`config.mk`:
```
export PLATFORM = sky130hd
export DESIGN_NAME = gesture_ascii_framer
export DESIGN_NICKNAME = d
export VERILOG_FILES = /design/src/rtl/gesture_ascii_framer_pkg.sv /design/src/rtl/gesture_fifo.sv /design/src/rtl/gesture_ascii_framer.sv
export SDC_FILE = /design/constraint.sdc
export NUM_CORES = 1
export LEC_CHECK = 0
export CORE_UTILIZATION = 49
export CTS_CLUSTER_DIAMETER = 40
export DETAILED_ROUTE_END_ITERATION = 8
export PLACE_DENSITY = 0.74
export SETUP_SLACK_MARGIN = 0.4
export SLEW_MARGIN = 5
export SYNTH_ARGS = -nofsm -noshare
export SYNTH_HDL_FRONTEND = slang
export SYNTH_SLANG_ARGS = --single-unit
export TNS_END_PERCENT = 10
```
`constraint.sdc`:
```
create_clock -name Clk_i -period 7.3 [get_ports Clk_i]
set_input_delay 0.73 -clock Clk_i [delete_from_list [all_inputs] [get_ports Clk_i]]
set_output_delay 0.73 -clock Clk_i [all_outputs]
set_load 0.1 [all_outputs]
```
`src/rtl/gesture_ascii_framer_pkg.sv`:
```
// gesture_ascii_framer_pkg: FSM states, ASCII constants and gesture-to-mnemonic encoder
package gesture_ascii_framer_pkg;
  typedef enum logic [2:0] {ST_IDLE, ST_LOAD, ST_SEND, ST_GUARD, ST_WAIT} state_t;
  localparam logic [7:0] ASCII_CR = 8'h0D;
  localparam logic [7:0] ASCII_LF = 8'h0A;
  // Two-character mnemonics packed bit 7 down to bit 0, char0 in the upper byte of each entry
  localparam logic [127:0] MNEM_TABLE = {"AC", "CW", "BK", "FW", "RT", "LT", "DN", "UP"};
  localparam logic [15:0] MNEM_MIX = "MX";
  function automatic logic [15:0] mnemonic(input logic [7:0] w);
    logic [15:0] m;
    m = MNEM_MIX;
    for (int i = 0; i < 8; i++)
      if ($onehot(w) && w[i]) m = MNEM_TABLE[i*16 +: 16];
    return m;
  endfunction
endpackage

```
`src/rtl/gesture_fifo.sv`:
```
// gesture_fifo: synchronous FIFO of gesture words
// Ports: Clk_i/Reset_i (sync, active-high); i_push/i_data write side; i_pop/o_data read side
//        (o_data is the head word, valid while not empty); o_full; o_count (occupancy).
module gesture_fifo #(
  parameter int DEPTH  = 4,
  parameter int ADDR_W = 2
) (
  input  logic              Clk_i,
  input  logic              Reset_i,
  input  logic              i_push,
  input  logic [7:0]        i_data,
  input  logic              i_pop,
  output logic [7:0]        o_data,
  output logic              o_full,
  output logic [ADDR_W:0]   o_count
);
  logic [7:0]        r_mem [DEPTH];
  logic [ADDR_W-1:0] r_wr;
  logic [ADDR_W-1:0] r_rd;
  logic [ADDR_W:0]   r_count;
  logic              w_pop;
  logic              w_push;
  assign o_full  = r_count == (ADDR_W+1)'(DEPTH);
  assign o_count = r_count;
  assign o_data  = r_mem[r_rd];
  assign w_pop   = i_pop && r_count != '0;
  // A pop in the same cycle frees the slot, so a push into a full FIFO still lands
  assign w_push  = i_push && (!o_full || w_pop);
  always_ff @(posedge Clk_i)
    if (w_push) r_mem[r_wr] <= i_data;
  always_ff @(posedge Clk_i) begin
    if (Reset_i) begin
      r_wr    <= '0;
      r_rd    <= '0;
      r_count <= '0;
    end else begin
      if (w_push) r_wr <= r_wr + 1'b1;
      if (w_pop) r_rd <= r_rd + 1'b1;
      r_count <= r_count + (ADDR_W+1)'(w_push) - (ADDR_W+1)'(w_pop);
    end
  end
endmodule

```
`src/rtl/gesture_ascii_framer.sv`:
```
// gesture_ascii_framer: buffers PAJ7620 gesture words and sends each as an ASCII record to a UART
// Ports: Clk_i, Reset_i (sync, active-high); Gesture_i/Data_Available_i capture side;
//        Uart_Busy_i, Byte_o, Byte_Valid_o UART side; Overflow_o sticky drop flag; Fifo_Empty_o.
module gesture_ascii_framer
  import gesture_ascii_framer_pkg::*;
#(
  parameter int FIFO_DEPTH = 4,
  parameter int ADDR_W     = 2,
  parameter bit SEND_CRLF  = 1'b1
) (
  input  logic       Clk_i,
  input  logic       Reset_i,
  input  logic [7:0] Gesture_i,
  input  logic       Data_Available_i,
  input  logic       Uart_Busy_i,
  output logic [7:0] Byte_o,
  output logic       Byte_Valid_o,
  output logic       Overflow_o,
  output logic       Fifo_Empty_o
);
  localparam logic [1:0] LAST = SEND_CRLF ? 2'd3 : 2'd1;
  state_t          r_state;
  state_t          w_next;
  logic            r_push;
  logic [7:0]      r_push_data;
  logic [7:0]      r_word;
  logic [7:0]      r_rec [4];
  logic [1:0]      r_idx;
  logic [7:0]      r_byte;
  logic            r_ovf;
  logic            w_pop;
  logic            w_send;
  logic            w_full;
  logic [7:0]      w_head;
  logic [ADDR_W:0] w_count;
  logic [15:0]     w_mnem;
  gesture_fifo #(.DEPTH(FIFO_DEPTH), .ADDR_W(ADDR_W)) u_fifo (
    .Clk_i   (Clk_i),
    .Reset_i (Reset_i),
    .i_push  (r_push),
    .i_data  (r_push_data),
    .i_pop   (w_pop),
    .o_data  (w_head),
    .o_full  (w_full),
    .o_count (w_count)
  );
  assign Fifo_Empty_o = w_count == '0;
  assign w_mnem       = mnemonic(r_word);
  assign Byte_Valid_o = w_send;
  // Byte_o shows the new byte in its strobe cycle, then holds it from r_byte
  assign Byte_o       = w_send ? r_rec[r_idx] : r_byte;
  assign Overflow_o   = r_ovf;
  always_comb begin
    w_next = r_state;
    w_pop  = 1'b0;
    w_send = 1'b0;
    case (r_state)
      ST_IDLE: if (!Fifo_Empty_o) begin
        w_pop  = 1'b1;
        w_next = ST_LOAD;
      end
      ST_LOAD: w_next = ST_SEND;
      ST_SEND: if (!Uart_Busy_i) begin
        w_send = 1'b1;
        w_next = ST_GUARD;
      end
      // The UART raises busy only the cycle after the strobe, so one cycle is skipped here
      ST_GUARD: w_next = ST_WAIT;
      ST_WAIT: if (!Uart_Busy_i) w_next = r_idx == LAST ? ST_IDLE : ST_SEND;
      default: w_next = ST_IDLE;
    endcase
  end
  always_ff @(posedge Clk_i) begin
    if (Reset_i) begin
      r_state     <= ST_IDLE;
      r_push      <= 1'b0;
      r_push_data <= '0;
      r_word      <= '0;
      r_idx       <= '0;
      r_byte      <= '0;
      r_ovf       <= 1'b0;
      for (int i = 0; i < 4; i++) r_rec[i] <= '0;
    end else begin
      r_state     <= w_next;
      r_push      <= Data_Available_i && Gesture_i != '0;
      r_push_data <= Gesture_i;
      if (w_pop) r_word <= w_head;
      if (r_state == ST_LOAD) begin
        r_rec[0] <= w_mnem[15:8];
        r_rec[1] <= w_mnem[7:0];
        r_rec[2] <= ASCII_CR;
        r_rec[3] <= ASCII_LF;
        r_idx    <= '0;
      end
      if (w_send) r_byte <= r_rec[r_idx];
      if (r_state == ST_WAIT && !Uart_Busy_i && r_idx != LAST) r_idx <= r_idx + 1'b1;
      if (r_push && w_full && !w_pop) r_ovf <= 1'b1;
    end
  end
endmodule
```
==> impl_metrics.json, run 1 <==
{
  "cp_max_fo": 9,
  "grt_pass1_wl_mm": 10.4,
  "cts-htree-levels": 3,
  "drc": 0,
  "ys_types": 56,
  "layout_worst_path_cycle_share_pct": 59.5,
  "grt_pass1_vias": 2265,
  "drv_slew": 0,
  "grt_overflow": 0,
  "dp_hpwl_mm": 4.40,
  "finalHoldViolations": 0,
  "final_layout_size_suffix_gt1_share_pct": 12.7,
  "diodes": 0,
  "avgRoutedWirePerCell_um": 14.7,
  "cts_buffers": 9,
  "grt_use_total_pct": 18.1,
  "clk_pin_slew_ns": 0.08,
  "cts_tree": "yes",
  "utilization_pct": 57.3,
  "rows": 31,
  "clock-skew-final_ns": 0.00891,
  "synth-edff-count": 43,
  "nets": 338,
  "timing.hold.ws_ns": 0.462,
  "dieArea_sq_um": 7860,
  "p_leak_nw": 1.50,
  "cp.arrival_ns": 3.61,
  "pin_count": 23,
  "dp_slack_ns": 2.94,
  "synth.top_cells.by_count": "edfxtp_1 (43), dfxtp_1 (41), inv_1 (24)",
  "hp-start": "r_byte[6]",
  "fin_crit_ns": 4.34,
  "yosysTopAreaCellShare_pct": 35.1,
  "clock_path_buffers": 2,
  "synth_area_leaders": "edfxtp_1 (35%), dfxtp_1 (22%), mux4_2 (5.5%), ha_1 (3.4%), fa_1 (2.7%)",
  "tns_ns": 0,
  "vias_per_cell": 5.48,
  "cts_resized": 0,
  "grt_max_degree": 36,
  "place_area_sq_um": 3950,
  "die_h_um": 88.6,
  "die_w_um": 88.6,
  "clock_latency_ns": 0.35,
  "start_util_pct": 50.7,
  "drt-initial-drc-count": 100,
  "r2r_start": "r_word[3]",
  "outcome": "completed",
  "clockRootBuffer": "clkbuf_8",
  "finalSetupViolCount": 0,
  "antenna_found_initial": 0,
  "fin_area_sq_um": 4160,
  "critPathCaptureType": "output port",
  "rsz0062_at_grt": "no",
  "slew-limit-headroom_pct": 35.1,
  "worst_ir_drop_vdd_mv": 0.200,
  "startpoint_type": "primary input",
  "setup_ws_ns": 2.96,
  "critical_path_required_ns": 6.57,
  "gp_congestion": 0.798,
  "syn_nets": 320,
  "ys_seq_elements": 84,
  "crit_path_start": "Uart_Busy_i",
  "syn_area_per_cell_sq_um": 12.6,
  "post_cts_buffers": 0,
  "postRouteAntennaNets": 0,
  "yosys_warnings": 0,
  "hold_path_class": "flop to flop",
  "fmax_mhz": 230,
  "io_buffers": 22,
  "power_density_nw_per_um2": 407,
  "critPathKind": "primary input to output port",
  "syn_inst": 293,
  "synth_most_common_cell": "edfxtp_1",
  "maxCapViolCount": 0,
  "synth_top_cell_by_area": "edfxtp_1",
  "ys_seq_area_share_pct": 57.4,
  "async_flop_share_pct": 0,
  "synth_ff_type": "edfxtp_1",
  "hold_buffers": 0,
  "synthesis.area_sq_um": 3680,
  "worstMarginPinSlew_ns": 0.970,
  "firstDrtPassIters": 4,
  "drt_wl_total_mm": 6.10,
  "vias": 2274,
  "cts_sinks": 84,
  "core_area_sq_um": 7250,
  "area_delta_synth_final_pct": 13.1
}
[cell usage in the layout (no fill, tap or decap), drive strengths merged, types with 3 or more instances in the layout]
master          n
clkdlybuf4s50  22
a21oi           9
nor4            7
inv            26
dfxtp          41
nor2           18
nor3b           3
nand2          14
o21ai           4
or3             4
nor2b          10
mux2            3
nor3            4
clkbuf         10
mux2i           4
and3            3
and2            7
nand4           7
or4             4
o31ai           7
ha             10
fa              5
edfxtp         43
o21a            4
mux4            9
clkinv          3
[worst paths after layout]
| path | to | slack, ns | cells after the start |
|---|---|---|---|
| hold / removal | r_byte[6] | 0.46 | 2 |
| setup / recovery | Byte_o[4] | 2.96 | 5 |
| hold reg to reg | r_byte[6] | 0.46 | 2 |
| setup reg to reg | r_rec[0][4] | 3.37 | 11 |
[critical path, stage by stage]
cell and delay (ns):
clkdlybuf4s50_1 0.53, or4b_1 0.70, or3_4 0.44, nand2_1 0.08, clkdlybuf4s50_1 1.13
[cells by family after synthesis]
family          count (synthesis)  share of synthesized area (%)
compound gates                 44                           9.39
xor+xnor                        3                          0.715
fa+ha+maj                      15                           6.12
buf+inv                        41                           4.83
flops                          84                           57.4
mux                            16                           7.52
simple gates                   90                           14.0
[where the power goes]
| group | internal [W] | leakage, nW | total [W] | switching (W) |
|---|---|---|---|---|
| Sequential | 0.000584 | 0.748 | 0.000668 | 0.0000844 |
| Clock | 0.000170 | 0.102 | 0.000339 | 0.000168 |
| Combinational | 0.000259 | 0.647 | 0.000687 | 0.000428 |
| Total | 0.00101 | 1.50 | 0.00169 | 0.000681 |
[routing by layer]
metal / vias up / GRT usage [%] / share of wire [%]
met1: 1109 / 19.2 / 41
li1: 1108 / - / -
met2: 47 / 33.2 / 54
met3: 10 / 4.57 / 3.5
met5: - / 0 / 0
met4: 0 / 9.09 / 1.7
[final cells by class]
cell class	instances	area, sq um
tap	99	124
sequential	84	2110
inverter	25	98.8
timing repair buffer	23	228
clock inverter	6	70.1
multi-input combinational	168	1390
clock buffer	10	138
fill	639	3100
[per-stage QoR]
stage,power (W),instances
after floorplan,0.00122,293
after global placement,0.00134,399
after detailed placement,0.00137,399
after CTS,0.00171,415
after global routing,0.00182,415
final,0.00169,415
[flip-flops by register name, indices dropped and copies added (netlist names), named ones only]
register        cells
u_fifo.r_mem       32
r_rec              12
r_byte              8
r_push_data         8
r_word              8
r_state             3
u_fifo.o_count      3
r_idx               2
u_fifo.r_rd         2
u_fifo.r_wr         2
Overflow_o          1
r_push              1
(Power assumes the default switching activity.)
==> inputs of run 2 (changes only) <==
- PLACE_DENSITY: 0.74 -> 0.76
- clock period: 7.3 -> 3.9 ns (I/O delays scaled with it)
==> run 2 against run 1 <==
  * Clock skew grew 0.0040 ns
  * Utilization increased by 0.38 points
  * Critical path depth increased by 6
  * Register-to-register slack lost 3.0 ns
  * Largest cell class unchanged
  * Critical path type is now flop to flop
  * Highest routed layer unchanged
  * Sequential power up 86%
  * Clock power is 85% higher
  * Clock-buffer cell count unchanged
  * Worst setup slack got worse by 2.6 ns
==> impl_metrics.json, run 2 (synthesis gave the netlist of run 1 again) <==
{
  "dieArea_sq_um": 7860,
  "tns_ns": 0,
  "worst-path-buf-inv": 3,
  "fill_cells": 599,
  "drc": 0,
  "clock_path_buffers": 2,
  "instances_no_fill": 419,
  "dp_hpwl_mm": 4.25,
  "finalSetupViolCount": 0,
  "largest_reg_flops": 32,
  "gp_congestion": 0.795,
  "largest_register": "u_fifo.r_mem",
  "grt_use_total_pct": 18.2,
  "core_area_sq_um": 7250,
  "start_util_pct": 50.7,
  "drv_slew": 0,
  "crit_chain": "inv_1, fa_1, fa_1, fa_1, inv_1, ha_1, inv_1, fa_1, and3b_2, a31oi_4, o41a_1",
  "rows": 31,
  "startpoint_type": "flop",
  "outcome": "completed",
  "place_area_sq_um": 3930,
  "vias": 2277,
  "rsz0062_at_grt": "yes",
  "timing.rr.end": "r_rec[0][0]",
  "maxCapViolCount": 0,
  "clk_pin_slew_ns": 0.08,
  "pin_count": 23,
  "fin_area_sq_um": 4190,
  "postRouteAntennaNets": 0,
  "drt-initial-drc-count": 120,
  "grt_pass1_vias": 2294,
  "worstMarginPinSlew_ns": 0.963,
  "critPathMaxStageDelay_ns": 0.56,
  "clock-skew-final_ns": 0.0129,
  "slowest_stage": "fa_1",
  "critPathKind": "flop to flop",
  "die_h_um": 88.6,
  "grt_pass1_wl_mm": 10.3,
  "finalHoldViolations": 0,
  "drt_wl_total_mm": 6.18,
  "avgRoutedWirePerCell_um": 14.8,
  "cts_buffers": 9,
  "critPathMostFrequentCell": "fa_1",
  "power_density_nw_per_um2": 798,
  "layout_worst_path_cycle_share_pct": 90.6,
  "firstDrtPassIters": 4,
  "reg2reg_depth": 11,
  "hold_path_class": "flop to flop",
  "cp_max_fo": 5,
  "p_leak_nw": 1.53,
  "cts_tree": "yes",
  "critPathCaptureType": "flop",
  "wl_met1_mm": 2.61,
  "clockRootBuffer": "clkbuf_8",
  "final_layout_size_suffix_gt1_share_pct": 18.4,
  "io_buffers": 22,
  "ff_latch_area_sq_um": 2120,
  "grt_max_degree": 35,
  "r2r_start": "r_word[3]",
  "r2r_setup_slack_ns": 0.37,
  "die_w_um": 88.6,
  "met3_length_um": 239,
  "cts-htree-levels": 3,
  "critical_path_required_ns": 4.01,
  "top_layer_used": "met4",
  "whs_path_depth": 2,
  "antenna_found_initial": 0,
  "hp-start": "r_byte[6]",
  "critical_path.top_delay_family": "adder cells",
  "dp.cells": 399,
  "grt_overflow": 0,
  "fin_crit_ns": 3.53,
  "cts_sinks": 84,
  "wl_met2_mm": 3.21,
  "area_delta_synth_final_pct": 13.8,
  "slew-limit-headroom_pct": 35.6,
  "nets": 342,
  "fmax_mhz": 283,
  "final_common_cell": "edfxtp_1",
  "hold_end": "r_byte[6]",
  "vias_per_cell": 5.43,
  "multiInputGateArea_sq_um": 1420,
  "clock_latency_ns": 0.36,
  "worst_ir_drop_vdd_mv": 0.327,
  "hold_buffers": 0,
  "final_cell_mix": "edfxtp_1 (43), dfxtp_1 (38), inv_1 (24)",
  "reg_top3": "u_fifo.r_mem (32), r_rec (12)",
  "cp.arrival_ns": 3.64,
  "diodes": 0
}
run 2: cell count changes in the layout (fill, tap and decap cells not counted), moves of 2 or more:
cell,previous run,this run
buf_4,1,13
clkdlybuf4s50_1,22,13
dfxtp_1,41,38
dfxtp_2,0,2
run 2: timing repair:
item / CTS / global route
endpoints found under the hold margin: 0 / 0
gates resized for setup: 7 / 0
buffers inserted: 3 / 0
setup endpoints to repair: 10 / 10
pin swaps: 5 / 3
gates cloned: 1 / 0
run 2: worst max-delay path by stage:
stage,start,to,slack (ns),depth (start not counted)
detailed placement,r_word[3],r_rec[0][0],0.15,11
finish,r_word[3],r_rec[0][0],0.37,11
floorplan,r_word[3],r_rec[0][0],0.39,11
global placement,r_word[3],r_rec[0][0],0.25,11
CTS,r_word[0],r_rec[0][0],0.37,11
global route,r_word[3],r_rec[0][0],0.26,11
run 2: layout make-up:
type | instances | share of cell area (%)
clock buffers | 10 | 3.05
clock inverters | 6 | 1.70
inverters | 25 | 2.36
multi-input cells | 169 | 33.9
flip-flops and latches | 84 | 50.6
well taps | 99 | 2.96
repair buffers | 26 | 5.44
run 2: tightest hold or removal path, cell delays in order, from the launching register on:
cell and delay, ns:
dfxtp_1 0.31, nand2_1 0.06, a21oi_1 0.06
run 2: per-layer routing:
layer  vias up  global-route usage, %
met2        41                   32.4
met1      1097                   19.1
li1       1127                      -
met4         0                   7.77
met5         -                      0
met3        12                   7.09
run 2: power breakdown:
part / total, W / switching, W / internal (W)
Combinational: 0.00147 / 0.000899 / 0.000570
Clock: 0.000627 / 0.000326 / 0.000302
Sequential: 0.00124 / 0.000146 / 0.00110
run 2: metrics by stage:
stage / hold slack, ns / util (%) / total power [W] / setup slack, ns
floorplan: 0.438 / - / 0.00231 / 0.386
global placement: 0.446 / 54.2 / 0.00254 / 0.249
detailed placement: 0.458 / 54.2 / 0.00258 / 0.154
CTS: 0.470 / 57.7 / 0.00334 / 0.367
global route: 0.491 / 57.7 / 0.00357 / 0.255
finish: 0.468 / 57.7 / 0.00334 / 0.368
==> inputs of run 3 (changes only) <==
- PLACE_DENSITY: 0.76 -> 0.7
==> run 3 against run 2 <==
  * Wire length increased by 0.19%
  * Cell count rose by 0.72%
  * Global-route usage down 0.26 points
  * Flip-flop and latch count did not move
  * First-iteration DRC count down 5.0%
  * Largest cell class unchanged
  * Register-to-register slack improved by 0.02 ns
  * Maximum frequency grew 0.55%
==> impl_metrics.json, run 3 (synthesis gave the netlist of run 1 again) <==
{
  "diodes": 0,
  "tns_ns": 0,
  "worst_ir_drop_vdd_mv": 0.359,
  "largest_reg_flops": 32,
  "cp_max_fo": 5,
  "hold_path_class": "flop to flop",
  "grt_pass1_vias": 2317,
  "timing.hold.ws_ns": 0.468,
  "drt_wl_total_mm": 6.19,
  "final_common_cell": "edfxtp_1",
  "crit_path_start": "r_word[0]",
  "rows": 31,
  "critical_path_required_ns": 4.01,
  "postRouteAntennaNets": 0,
  "drt-initial-drc-count": 114,
  "largest_register": "u_fifo.r_mem",
  "use_met2_pct": 32.4,
  "nets": 345,
  "place_area_sq_um": 3930,
  "clock_latency_ns": 0.35,
  "fin_area_sq_um": 4240,
  "grt_pass1_wl_mm": 10.5,
  "dieArea_sq_um": 7860,
  "grt_use_total_pct": 17.9,
  "ff_latch_area_sq_um": 2120,
  "drv_slew": 0,
  "die_h_um": 88.6,
  "clockRootBuffer": "clkbuf_8",
  "grt_overflow": 0,
  "clock-skew-final_ns": 0.00879,
  "timing.rr.end": "r_rec[0][0]",
  "antenna_found_initial": 0,
  "p_leak_nw": 1.56,
  "cts_buffers": 9,
  "maxCapViolCount": 0,
  "core_area_sq_um": 7250,
  "cts_tree": "yes",
  "finalHoldViolations": 0,
  "critPathKind": "flop to flop",
  "cts_sinks": 84,
  "io_buffers": 22,
  "vias_per_cell": 5.42,
  "area_delta_synth_final_pct": 15.3,
  "reg2reg_depth": 11,
  "worstMarginPinSlew_ns": 0.965,
  "drc": 0,
  "fill_cells": 596,
  "fin_crit_ns": 3.51,
  "pin_count": 23,
  "rsz0062_at_grt": "yes",
  "utilization_pct": 58.4,
  "avgRoutedWirePerCell_um": 14.7,
  "reg_top3": "u_fifo.r_mem (32), r_rec (12)",
  "grt_max_degree": 35,
  "start_util_pct": 50.7,
  "outcome": "completed",
  "final_layout_size_suffix_gt1_share_pct": 20.7,
  "grt_use_met1_pct": 20.2,
  "cp.arrival_ns": 3.62,
  "crit_path_end": "r_rec[0][0]",
  "power_density_nw_per_um2": 845,
  "dp_hpwl_mm": 4.30,
  "final_cell_mix": "edfxtp_1 (43), dfxtp_1 (38), inv_1 (23)",
  "busiest_layer": "met2",
  "firstDrtPassIters": 5,
  "clk_pin_slew_ns": 0.09,
  "r2r_setup_slack_ns": 0.39,
  "finalSetupViolCount": 0,
  "critPathCaptureType": "flop",
  "die_w_um": 88.6,
  "cts-htree-levels": 3,
  "layout_worst_path_cycle_share_pct": 90.1,
  "clock_path_buffers": 2,
  "gp_congestion": 0.831,
  "fmax_mhz": 285,
  "startpoint_type": "flop",
  "met3_usage_pct": 4.76,
  "r2r_start": "r_word[0]",
  "vias": 2287,
  "slew-limit-headroom_pct": 35.5,
  "multiInputGateArea_sq_um": 1440
}
[run 3: final cells by class]
class,instances,area share [%]
flip-flops and latches,84,50.0
multi-input cells,169,33.9
repair buffers,29,5.93
clock buffers,9,2.92
well taps,99,2.92
inverters,25,2.33
clock inverters,7,2.07
[run 3: worst min path at each step]
stage / start / to / cells after the start
after floorplan: r_push_data[0] / u_fifo.r_mem[0][0] / 0
after global placement: r_push_data[6] / u_fifo.r_mem[2][6] / 0
after detailed placement: r_byte[4] / r_byte[4] / 2
after CTS: r_byte[4] / r_byte[4] / 2
after global routing: r_push_data[3] / u_fifo.r_mem[0][3] / 0
final: r_byte[4] / r_byte[4] / 2
[run 3: timing repair]
action | CTS | global route
setup buffers | 6 | 0
gates cloned | 1 | 0
resized for setup | 9 | 3
hold buffers | 0 | 0
pin swaps | 6 | 4
setup endpoints to repair | 10 | 10
hold endpoints to repair | 0 | 0
[run 3: through the flow]
stage | cells | power, W | setup WS (ns)
final | 422 | 0.00358 | 0.387
after global routing | 422 | 0.00382 | 0.265
after floorplan | 293 | 0.00231 | 0.386
after CTS | 422 | 0.00356 | 0.364
after global placement | 399 | 0.00255 | 0.260
after detailed placement | 399 | 0.00259 | 0.182
[run 3: worst max-delay path, stage by stage, from the launching register on]
cell and delay (ns):
dfxtp_2 0.35, inv_2 0.05, fa_1 0.56, fa_1 0.43, fa_1 0.44, inv_1 0.07
ha_2 0.16, inv_1 0.05, fa_1 0.49, and3b_2 0.22, a31oi_4 0.13, o41a_1 0.33
[run 3: per-layer routing]
metal | part of all wire [%] | routed length (um)
met3 | 3.1 | 189
met1 | 43 | 2660
met5 | 0 | 0
met2 | 52 | 3250
met4 | 1.5 | 93
[run 3: power by group]
part           leakage (nW)  switching, W  internal (W)  total [W]
Combinational         0.699      0.000963      0.000713    0.00168
Sequential            0.749      0.000152       0.00110    0.00125
Clock                 0.111      0.000341      0.000314   0.000655
